[src/rtl/jtag_pkg.sv]
`default_nettype none
// ============================================================================
// Module      : jtag_pkg
// Description : Shared TAP state encoding and instruction constants.
// Revision    : 1.0 - initial release
// ============================================================================
package jtag_pkg;

    localparam int IR_WIDTH = 2;

    localparam logic [IR_WIDTH-1:0] INST_BSR = 2'b00;
    localparam logic [IR_WIDTH-1:0] INST_ISR = 2'b10;
    localparam logic [IR_WIDTH-1:0] INST_BYP = 2'b11;

    // IEEE 1149.1 conventional TAP state codes
    typedef enum logic [3:0] {
        TAP_EX2DR   = 4'h0,
        TAP_EX1DR   = 4'h1,
        TAP_SHDR    = 4'h2,
        TAP_PAUSEDR = 4'h3,
        TAP_SELIR   = 4'h4,
        TAP_UPDDR   = 4'h5,
        TAP_CAPDR   = 4'h6,
        TAP_SELDR   = 4'h7,
        TAP_EX2IR   = 4'h8,
        TAP_EX1IR   = 4'h9,
        TAP_SHIR    = 4'hA,
        TAP_PAUSEIR = 4'hB,
        TAP_RTI     = 4'hC,
        TAP_UPDIR   = 4'hD,
        TAP_CAPIR   = 4'hE,
        TAP_TLR     = 4'hF
    } tap_state_t;

endpackage
`default_nettype wire

[src/rtl/jtag_ir.sv]
`default_nettype none
// ============================================================================
// Module      : jtag_ir
// Description : Instruction register: capture/shift stage plus update latch.
// Revision    : 1.0 - initial release
// ============================================================================
module jtag_ir
    import jtag_pkg::*;
#(
    parameter logic [IR_WIDTH-1:0] IR_RESET   = 2'b11,
    parameter logic [IR_WIDTH-1:0] IR_CAPTURE = 2'b01
) (
    input  logic                clk,
    input  logic                rst,
    input  logic                i_capture,
    input  logic                i_shift,
    input  logic                i_update,
    input  logic                i_tlr,
    input  logic                i_tdi,
    output logic [IR_WIDTH-1:0] o_inst,
    output logic                o_lsb
);

    logic [IR_WIDTH-1:0] r_stage;
    logic [IR_WIDTH-1:0] r_inst;

    always_ff @(posedge clk) begin
        if (rst) begin
            r_stage <= IR_CAPTURE;
            r_inst  <= IR_RESET;
        end else begin
            if (i_capture)
                r_stage <= IR_CAPTURE;
            else if (i_shift)
                r_stage <= {i_tdi, r_stage[IR_WIDTH-1:1]};

            // Test-Logic-Reset wins so BYPASS is restored without an IR scan
            if (i_tlr)
                r_inst <= IR_RESET;
            else if (i_update)
                r_inst <= r_stage;
        end
    end

    assign o_inst = r_inst;
    assign o_lsb  = r_stage[0];

endmodule
`default_nettype wire

[src/rtl/jtag_tap_ctrl.sv]
`default_nettype none
// ============================================================================
// Module      : jtag_tap_ctrl
// Description : IEEE 1149.1 TAP controller with bypass bit and TDO select.
// Revision    : 1.0 - initial release
// ============================================================================
module jtag_tap_ctrl
    import jtag_pkg::*;
#(
    parameter logic [IR_WIDTH-1:0] IR_RESET   = 2'b11,
    parameter logic [IR_WIDTH-1:0] IR_CAPTURE = 2'b01
) (
    input  logic                TCLK,
    input  logic                TRST,
    input  logic                TMS,
    input  logic                TDI,
    input  logic                TDO_BSR,
    input  logic                TDO_ISR,
    output logic                TDO,
    output logic                TDO_EN,
    output logic [IR_WIDTH-1:0] inst,
    output logic                clockdr_bs,
    output logic                updatedr_bs,
    output logic                shiftdr_bs,
    output logic                clockdr_is,
    output logic                updatedr_is,
    output logic                shiftdr_is,
    output logic [3:0]          tap_state
);

    tap_state_t          r_state;
    tap_state_t          w_next;
    logic                r_bypass;
    logic                w_ir_lsb;
    logic                w_tdo;
    logic [IR_WIDTH-1:0] w_inst;
    logic                w_sel_bs;
    logic                w_sel_is;
    logic                w_sel_byp;

    always_ff @(posedge TCLK) begin
        if (TRST)
            r_state <= TAP_TLR;
        else
            r_state <= w_next;
    end

    always_comb begin
        w_next = r_state;
        case (r_state)
            TAP_TLR:     w_next = TMS ? TAP_TLR     : TAP_RTI;
            TAP_RTI:     w_next = TMS ? TAP_SELDR   : TAP_RTI;
            TAP_SELDR:   w_next = TMS ? TAP_SELIR   : TAP_CAPDR;
            TAP_CAPDR:   w_next = TMS ? TAP_EX1DR   : TAP_SHDR;
            TAP_SHDR:    w_next = TMS ? TAP_EX1DR   : TAP_SHDR;
            TAP_EX1DR:   w_next = TMS ? TAP_UPDDR   : TAP_PAUSEDR;
            TAP_PAUSEDR: w_next = TMS ? TAP_EX2DR   : TAP_PAUSEDR;
            TAP_EX2DR:   w_next = TMS ? TAP_UPDDR   : TAP_SHDR;
            TAP_UPDDR:   w_next = TMS ? TAP_SELDR   : TAP_RTI;
            TAP_SELIR:   w_next = TMS ? TAP_TLR     : TAP_CAPIR;
            TAP_CAPIR:   w_next = TMS ? TAP_EX1IR   : TAP_SHIR;
            TAP_SHIR:    w_next = TMS ? TAP_EX1IR   : TAP_SHIR;
            TAP_EX1IR:   w_next = TMS ? TAP_UPDIR   : TAP_PAUSEIR;
            TAP_PAUSEIR: w_next = TMS ? TAP_EX2IR   : TAP_PAUSEIR;
            TAP_EX2IR:   w_next = TMS ? TAP_UPDIR   : TAP_SHIR;
            TAP_UPDIR:   w_next = TMS ? TAP_SELDR   : TAP_RTI;
            default:     w_next = TAP_TLR;
        endcase
    end

    jtag_ir #(
        .IR_RESET   (IR_RESET),
        .IR_CAPTURE (IR_CAPTURE)
    ) u_ir (
        .clk        (TCLK),
        .rst        (TRST),
        .i_capture  (r_state == TAP_CAPIR),
        .i_shift    (r_state == TAP_SHIR),
        .i_update   (r_state == TAP_UPDIR),
        .i_tlr      (r_state == TAP_TLR),
        .i_tdi      (TDI),
        .o_inst     (w_inst),
        .o_lsb      (w_ir_lsb)
    );

    assign w_sel_bs  = (w_inst == INST_BSR);
    assign w_sel_is  = (w_inst == INST_ISR);
    assign w_sel_byp = w_inst[0];

    always_ff @(posedge TCLK) begin
        if (TRST)
            r_bypass <= 1'b0;
        else if (w_sel_byp) begin
            if (r_state == TAP_CAPDR)
                r_bypass <= 1'b0;
            else if (r_state == TAP_SHDR)
                r_bypass <= TDI;
        end
    end

    always_comb begin
        w_tdo = 1'b0;
        if (r_state == TAP_SHIR)
            w_tdo = w_ir_lsb;
        else if (r_state == TAP_SHDR) begin
            case (w_inst)
                INST_BSR: w_tdo = TDO_BSR;
                INST_ISR: w_tdo = TDO_ISR;
                default:  w_tdo = r_bypass;
            endcase
        end
    end

    assign TDO         = w_tdo;
    assign TDO_EN      = (r_state == TAP_SHIR) || (r_state == TAP_SHDR);
    assign inst        = w_inst;
    assign clockdr_bs  = w_sel_bs && ((r_state == TAP_CAPDR) || (r_state == TAP_SHDR));
    assign shiftdr_bs  = w_sel_bs && (r_state == TAP_SHDR);
    assign updatedr_bs = w_sel_bs && (r_state == TAP_UPDDR);
    assign clockdr_is  = w_sel_is && ((r_state == TAP_CAPDR) || (r_state == TAP_SHDR));
    assign shiftdr_is  = w_sel_is && (r_state == TAP_SHDR);
    assign updatedr_is = w_sel_is && (r_state == TAP_UPDDR);
    assign tap_state   = r_state;

endmodule
`default_nettype wire

[config.mk]
export PLATFORM = sky130hd
export DESIGN_NAME = jtag_tap_ctrl
export DESIGN_NICKNAME = d
export VERILOG_FILES = /design/src/rtl/jtag_pkg.sv /design/src/rtl/jtag_ir.sv /design/src/rtl/jtag_tap_ctrl.sv
export SDC_FILE = /design/constraint.sdc
export NUM_CORES = 1
export LEC_CHECK = 0
export ABC_AREA = 0
export ABC_CLOCK_PERIOD_IN_PS = 2000
export CAP_MARGIN = 15
export CELL_PAD_IN_SITES_DETAIL_PLACEMENT = 0
export CELL_PAD_IN_SITES_GLOBAL_PLACEMENT = 1
export CORE_UTILIZATION = 25
export CTS_BUF_LIST = sky130_fd_sc_hd__clkbuf_2 sky130_fd_sc_hd__clkbuf_4 sky130_fd_sc_hd__clkbuf_8
export CTS_CLUSTER_DIAMETER = 200
export CTS_CLUSTER_SIZE = 16
export DETAILED_ROUTE_END_ITERATION = 8
export DONT_BUFFER_PORTS = 1
export PLACE_DENSITY_LB_ADDON = 0.1
export SYNTH_ARGS = -nofsm -noshare
export SYNTH_HDL_FRONTEND = slang
export SYNTH_SLANG_ARGS = --single-unit
[constraint.sdc]
create_clock -name TCLK -period 2 [get_ports TCLK]
set_input_delay 0.1 -clock TCLK [delete_from_list [all_inputs] [get_ports TCLK]]
set_output_delay 0.1 -clock TCLK [all_outputs]
set_load 0.01 [all_outputs]
; ---- After elaboration in Yosys (flattened, before gate mapping)
; Cells that the tools add are included.
[word_totals]
rom_bits = 0
n_memories = 0
elab_cells = 55
inputBits = 6
latch_bits = 0
reg_bits = 9
ram_bits = 0
[op_classes]
n_reduce_logical = 17
n_shift = 0
mux = 18
n_bitwise = 0
n_mul = 0
order_cmp = 0
n_addsub = 0
div = 0
n_eq_ne = 16
[op_table]
columns = operator, n
row1 = case mux 4 bit (12 select lines), 1
row2 = "== test 4 bit, second input constant", 8
row3 = "== test 4 x 3 -> 1 bit, second input constant", 4
row4 = two-way mux 2 bit, 6
row5 = two-way mux 3 bit, 4
row6 = "== test 4 x 2 -> 1 bit, second input constant", 2
row7 = OR reduction 2 bit, 4
row8 = logical AND 1 bit, 6
row9 = two-way mux 1 bit, 5
row10 = "== test 4 x 1 -> 1 bit, second input constant", 1
row11 = logical NOT 4 bit, 1
row12 = two-way mux 4 bit, 1
row13 = OR reduction 3 bit, 1
row14 = "== test 2 bit, second input constant", 1
row15 = logical NOT 2 bit, 1
row16 = logical OR 1 bit, 2
row17 = case mux 1 bit (2 select lines), 1
row18 = AND reduction 2 bit, 1
row19 = nonzero test 2 bit, 1

; ---- Depth between registers and ports, before layout
; Gate-level depths: netlist (run 1).
[depth]
ltp_word = 4
mapped_depth = 5
depth_no_buf = 3

; ---- Hierarchy
; A second synthesis (run 1) with hierarchy kept.
[hier_totals]
cells_unflattened = 68
area_unflattened_um2 = 544.3
[by_module_without_submodules]
columns = mod, n_inst, area_each_um2, cells_each, seq_area_each_um2
row1 = jtag_tap_ctrl, 1, 395.4, 54, 100.1
row2 = jtag_ir, 1, 148.9, 14, 80.1

; ---- Worst setup path before layout (run 1)
; Ideal clock, no wire load.
[synth_path]
kind = register -> output
from = register r_state[1] (netlist: tap_state[1])
to = output port TDO
t_required_ns = 1.900
path_stages_with_launch = 3
t_arrival_ns = 1.363
setup_slack_ns = 0.537
n_path_buf = 0
path_cell_list = dfxtp_1 -> or3b_4 -> a2111oi_1
[synth_between]
elab_chain_cells = 3
word_cells_on_any_way = 4
classes_between = 2 x eq/ne / 2 x mux
[synth_rtl]
columns = element, line
row1 = "start, declared", jtag_tap_ctrl.sv:31  ; tap_state_t r_state;
row2 = "start signal, assigned", jtag_tap_ctrl.sv:45  ; r_state <= w_next;
row3 = == test 4 x 2 -> 1 bit, jtag_tap_ctrl.sv:105  ; else if (r_state == TAP_SHDR) begin
row4 = two-way mux 1 bit, jtag_tap_ctrl.sv:105
row5 = two-way mux 1 bit *, jtag_tap_ctrl.sv:103  ; if (r_state == TAP_SHIR)
row6 = "end, declared", jtag_tap_ctrl.sv:19  ; output logic TDO,
; Mark *: on every way between the ends. The rest lies on a longest branch, timed or not.

; ---- Worst setup path after layout (run 1)
[layout_path]
from = register r_state[0] (netlist: tap_state[0])
to = output port TDO
; Same word-level chain as after synthesis.

==> metrics.txt, run 1 <==
Critical Path RT=1.90 ns; Pwr Density=765 mW/mm^2; Post-Synth XOR/XNOR Area=0; router iterations before antenna repair=2; routed wl met3=49 um; mux cell area share after synthesis=0.0566; largest stage delay on the critical path=0.45 ns; met2 routed WL=608 um; Worst setup SP type=register; vias in the first global route=401; RSZ-0062 raised after global routing=no; EDFF count, synth=0; CTS tree=done; DR iter-0 viols=3; top_reg_cell synth=dfxtp_1; worst hold endpoint=tap_state[1]; Max stage delay cell, worst path=or3b_4; met1 WL=679 um; final-stage net count=79; Synth Area in Compound Gates=0.160; total wire length=1350 um; simple-gate share of the synthesized area=0.375; GR Overflow Total=0; DP HPWL=965 um; H-Tree Depth=1; Synth Net Count=72; clk buf depth=2; area of the mapped netlist=531 sq um; Final min period=1.76 ns; sequential-to-total area share from yosys stat=0.340; DRC violations left=0; Max Fclk=0.569 GHz; crit-path cells=or3b_4 -> a2111oi_1 -> buf_4; global-route wire length before repair=1890 um; n_diodes=0; Slew @ Worst Pin=0.566 ns; Final Max Tran Viols=0; commonest non-fill, non-tap cells in the layout=dfxtp_1 (9), nor2_1 (7), nor3_1 (5), buf_4 (5), clkbuf_4 (4); net load switching power=0.149 mW; library cells used by synthesis=27; clock skew=0.00451 ns; Clock power frac=0.328; largest net degree at the start of global routing=13; commonest non-fill, non-tap cell in the layout=dfxtp_1; hold crit path type=in2reg; Seq pwr share=0.451; cts bufs inserted=3; crit path DAT=1.66 ns; Period Utilization, post-route=0.879; Mapped Cells=66; Leak Pwr=0.256 nW; Die W=48.1 um; Root Buffer=clkbuf_4; flop2flop setup slack=0.61 ns; total number of vias=486; Clk Latency, worst-skew pair=0.26 ns; total track usage=0.123; worst vdd ir=0.323 mV; Final Wtd Congestion=0.684; CP Capture Type=output pin; initial core utilization=0.268; total core area=0.00198 sq mm; status=finished clean; CP Class=reg2out; Min-Delay Path Depth=2; Adder-Cell Fraction of Synth Area=0; ys async rst share=0; final setup fails=0; R2R Path End=r_bypass; syn_area_per_cell=8.04 sq um; Sink Count=9; layout cells sized above 1=0.139; Synthesis Warnings=0; Final ANT Viol Nets=0; final hold vios=0; maxcap violations=0; clock-pin slew on the worst setup and hold paths=0.07 ns; hold slack=0.0172 ns; Die Ht=48.1 um; max_slew headroom=0.617; Synth Register Bits=9; via-per-instance ratio=4.91; # rows=16; synth-to-layout area growth=18.2%; r2r startpoint=tap_state[3]; antenna violations before repair=0; post-DR wirelength/cell=13.7 um; Setup TNS=0 ns; largest family of logic cells by synthesized area=simple AND/OR/NAND/NOR gates; Int Pwr=0.331 mW; switch share=0.310; IO Pins=20; Die ar.=0.00231 sq mm; Combinational Power Share=0.221; CP max FO=9; HP Start=TMS; Top Layer Used=met4; Port Buffers=0; Worst R2R Path Depth=4
==> worst max-delay path, delay by kind of cell (launching register included) <==
family	cells	cell delay (ns)
flops	1	0.38
simple gates	1	0.45
compound gates	1	0.37
buf+inv	1	0.19
==> logic make-up (layout without fill, tap and decap cells) <==
logic type | Yosys count | after routing
and+or+nand+nor | 34 | 34
AOI/OAI and AO/OA | 12 | 12
DFF | 9 | 9
buffers and inverters | 8 | 14
muxes | 3 | 3
==> synth_stat cells, types with 3 or more instances <==
cell	n	area share
buf_2	5	0.047
nand3_1	3	0.028
nor3_1	5	0.047
mux2i_1	3	0.057
nand2_1	3	0.021
o21bai_1	3	0.042
dfxtp_1	9	0.34
nor2_1	7	0.050
a31oi_1	3	0.035
nor2b_1	3	0.035
inv_1	3	0.021
==> per-stage QoR <==
stage	setup slack, ns	cell area [sq um]	utilization	total power [mW]	cells
after floorplan	0.537	531	-	0.294	66
after global placement	0.554	577	0.291	0.323	93
after detailed placement	0.510	577	0.291	0.322	93
after CTS	0.214	627	0.316	0.487	99
after global routing	0.124	627	0.316	0.510	99
final	0.242	627	0.316	0.480	99
==> power groups by stage <==
stage               clock network [mW]  registers [mW]  logic, mW
floorplan                            0           0.214     0.0802
global placement                     0           0.221      0.102
detailed placement                   0           0.221      0.101
CTS                              0.164           0.217      0.107
global route                     0.169           0.221      0.119
finish                           0.157           0.216      0.106
==> repair_timing <==
action                                 CTS  global route
setup buffers                            0             0
hold buffers                             2             0
gates resized for setup                  0             0
endpoints found under the hold margin    9             0
==> state kept, by name, summed over array words and instances (netlist names) <==
register      count
r_bypass          1
tap_state         4
u_ir.o_inst       2
u_ir.r_stage      2
==> per-layer routing <==
| metal | vias to the layer above | track usage |
|---|---|---|
| met5 | - | 0 |
| met4 | 0 | 0.0833 |
| met3 | 2 | 0.0226 |
| met2 | 12 | 0.170 |
| met1 | 222 | 0.171 |
| li1 | 250 | - |
==> layout make-up <==
| type | instances | area (sq um) |
|---|---|---|
| Inverter | 3 | 11.3 |
| Fill cell | 218 | 1360 |
| Tap cell | 27 | 33.8 |
| Timing Repair Buffer | 7 | 57.6 |
| Clock buffer | 4 | 30.0 |
| Multi-Input combinational cell | 49 | 314 |
| Sequential cell | 9 | 180 |
==> worst max-delay path by stage <==
stage                       startpoint  end  slack (ns)  cells past startpoint
after CTS                 tap_state[0]  TDO        0.21                      3
after floorplan           tap_state[1]  TDO        0.54                      2
after global placement    tap_state[0]  TDO        0.55                      3
after detailed placement  tap_state[0]  TDO        0.51                      3
after global routing      tap_state[0]  TDO        0.12                      3
final                     tap_state[0]  TDO        0.24                      3
Power figures use the tool's default switching activity.
==> inputs of run 2 (changes only) <==
--- a/config.mk
+++ b/config.mk
@@ -6,7 +6,7 @@
 export NUM_CORES = 1
 export LEC_CHECK = 0
 export ABC_AREA = 0
-export ABC_CLOCK_PERIOD_IN_PS = 2000
+export ABC_CLOCK_PERIOD_IN_PS = 1600
 export CAP_MARGIN = 15
 export CELL_PAD_IN_SITES_DETAIL_PLACEMENT = 0
 export CELL_PAD_IN_SITES_GLOBAL_PLACEMENT = 1
==> constraint.sdc (replaced) <==
create_clock -name TCLK -period 1.6 [get_ports TCLK]
set_input_delay 0.08 -clock TCLK [delete_from_list [all_inputs] [get_ports TCLK]]
set_output_delay 0.08 -clock TCLK [all_outputs]
set_load 0.01 [all_outputs]
==> metrics.txt, run 2 (synthesis results as in run 1) <==
DP HPWL=940 um (-2.6%); RSZ-0062 raised after global routing=no; DRC violations left=0 (unchanged); CP Capture Type=output pin; final-stage net count=85 (+7.6%); layout cells sized above 1=0.269 (+0.130); clk buf depth=2 (unchanged); Clk Latency, worst-skew pair=0.26 ns (about the same); total wire length=1410 um (+4.3%); CP Class=reg2out; commonest non-fill, non-tap cells in the layout=buf_4 (11), dfxtp_1 (8), nor2_1 (7), nor3_1 (4), clkbuf_4 (4); global-route wire length before repair=2060 um (+8.8%); Max Fclk=0.673 GHz; max_slew headroom=0.732 (+0.114); Final Max Tran Viols=0 (unchanged); CTS tree=done; total number of vias=506 (+4.1%); commonest non-fill, non-tap cell in the layout=buf_4; via-per-instance ratio=4.82 (-1.8%); Leak Pwr=0.289 nW (+13%); Setup TNS=0 ns (unchanged); Die ar.=0.00231 sq mm (unchanged); Root Buffer=clkbuf_4; Die W=48.1 um (unchanged); Final WS setup=0.114 ns (-0.128 ns); DP Area=622 sq um (+7.8%); largest net degree at the start of global routing=15 (+2); setup bufs post-CTS=0 (unchanged); maxcap violations=0 (unchanged); cell area after layout=721 sq um (+15%); antenna violations before repair=0 (unchanged); Die Ht=48.1 um (unchanged); hold crit path type=in2reg; total track usage=0.139 (+0.0158); n_diodes=0 (unchanged); Final Wtd Congestion=0.698 (+2.0%); vias in the first global route=437 (+9.0%); status=finished clean; Place WS=0.222 ns (-0.288 ns); synth-to-layout area growth=35.8%; worst vdd ir=0.295 mV (-8.8%); Final Power=0.623 mW (+30%); # fillers=213 (-2.3%); Final min period=1.49 ns; router iterations before antenna repair=4 (+2); Critical Path RT=1.52 ns (-0.38 ns); Worst setup SP type=register; # rows=16 (unchanged); cts bufs inserted=3 (unchanged); final hold vios=0 (unchanged); CP max FO=12 (+3); Port Buffers=0 (unchanged); Final ANT Viol Nets=0 (unchanged); GR Overflow Total=0 (unchanged); H-Tree Depth=1 (unchanged); Largest register FFs=4 (unchanged); Slew @ Worst Pin=0.402 ns (-0.165 ns); DR iter-0 viols=13 (+10); IO Pins=20 (unchanged); total core area=0.00198 sq mm (unchanged); clock-pin slew on the worst setup and hold paths=0.07 ns (about the same); crit path DAT=1.41 ns (-0.25 ns); clock skew=0.00624 ns (+0.00172 ns); final setup fails=0 (unchanged); Period Utilization, post-route=0.929; initial core utilization=0.268 (unchanged); post-DR wirelength/cell=13.4 um (-1.7%); Sink Count=9 (unchanged); hold slack=0.0118 ns (-0.00542 ns); Pwr Density=864 mW/mm^2 (+13%)
run 2: changes by cell type in the layout (fill, tap and decap cells not counted), sizes merged:
cell  delta
buf      +6
run 2: path summary, 6_finish.rpt:
| path | from | to | slack [ns] | cells after the start |
|---|---|---|---|---|
| max | tap_state[1] | clockdr_is | 0.11 | 3 |
| min reg2reg | r_bypass | r_bypass | 0.52 | 2 |
| max reg2reg | tap_state[0] | r_bypass | 0.46 | 4 |
| min | TMS | tap_state[1] | 0.01 | 3 |
run 2: final cells by class:
| class | count | area, sq um | share of cell area |
|---|---|---|---|
| Multi-Input combinational cell | 49 | 362 | 0.502 |
| Clock buffer | 4 | 30.0 | 0.0417 |
| Tap cell | 27 | 33.8 | 0.0469 |
| Timing Repair Buffer | 13 | 103 | 0.142 |
| Sequential cell | 9 | 181 | 0.252 |
| Inverter | 3 | 11.3 | 0.0156 |
run 2: timing repair:
item	CTS	global route
hold buffers	2	0
pin swaps	1	0
endpoints found under the hold margin	9	0
setup endpoints to repair	1	3
gates resized for setup	4	4
run 2: metrics by stage:
| step | util | instances |
|---|---|---|
| floorplan | - | 66 |
| global placement | 0.314 | 99 |
| detailed placement | 0.314 | 99 |
| CTS | 0.351 | 105 |
| global route | 0.364 | 105 |
| finish | 0.364 | 105 |
run 2: critical path, cell delays in order (launching register included):
cell	delay (ns)
dfxtp_1	0.33
buf_4	0.20
or3b_1	0.40
nor2_1	0.22
run 2: per-layer routing:
layer	up-vias	track usage	wire [um]
met3	2	0.0340	45
li1	265	-	-
met1	227	0.192	729
met4	0	0.100	12
met2	12	0.184	621
met5	-	0	0
run 2: power breakdown:
part	total (mW)	switching, mW	internal [mW]
clock network	0.199	0.0853	0.113
registers	0.259	0.0169	0.242
logic	0.166	0.0975	0.0682
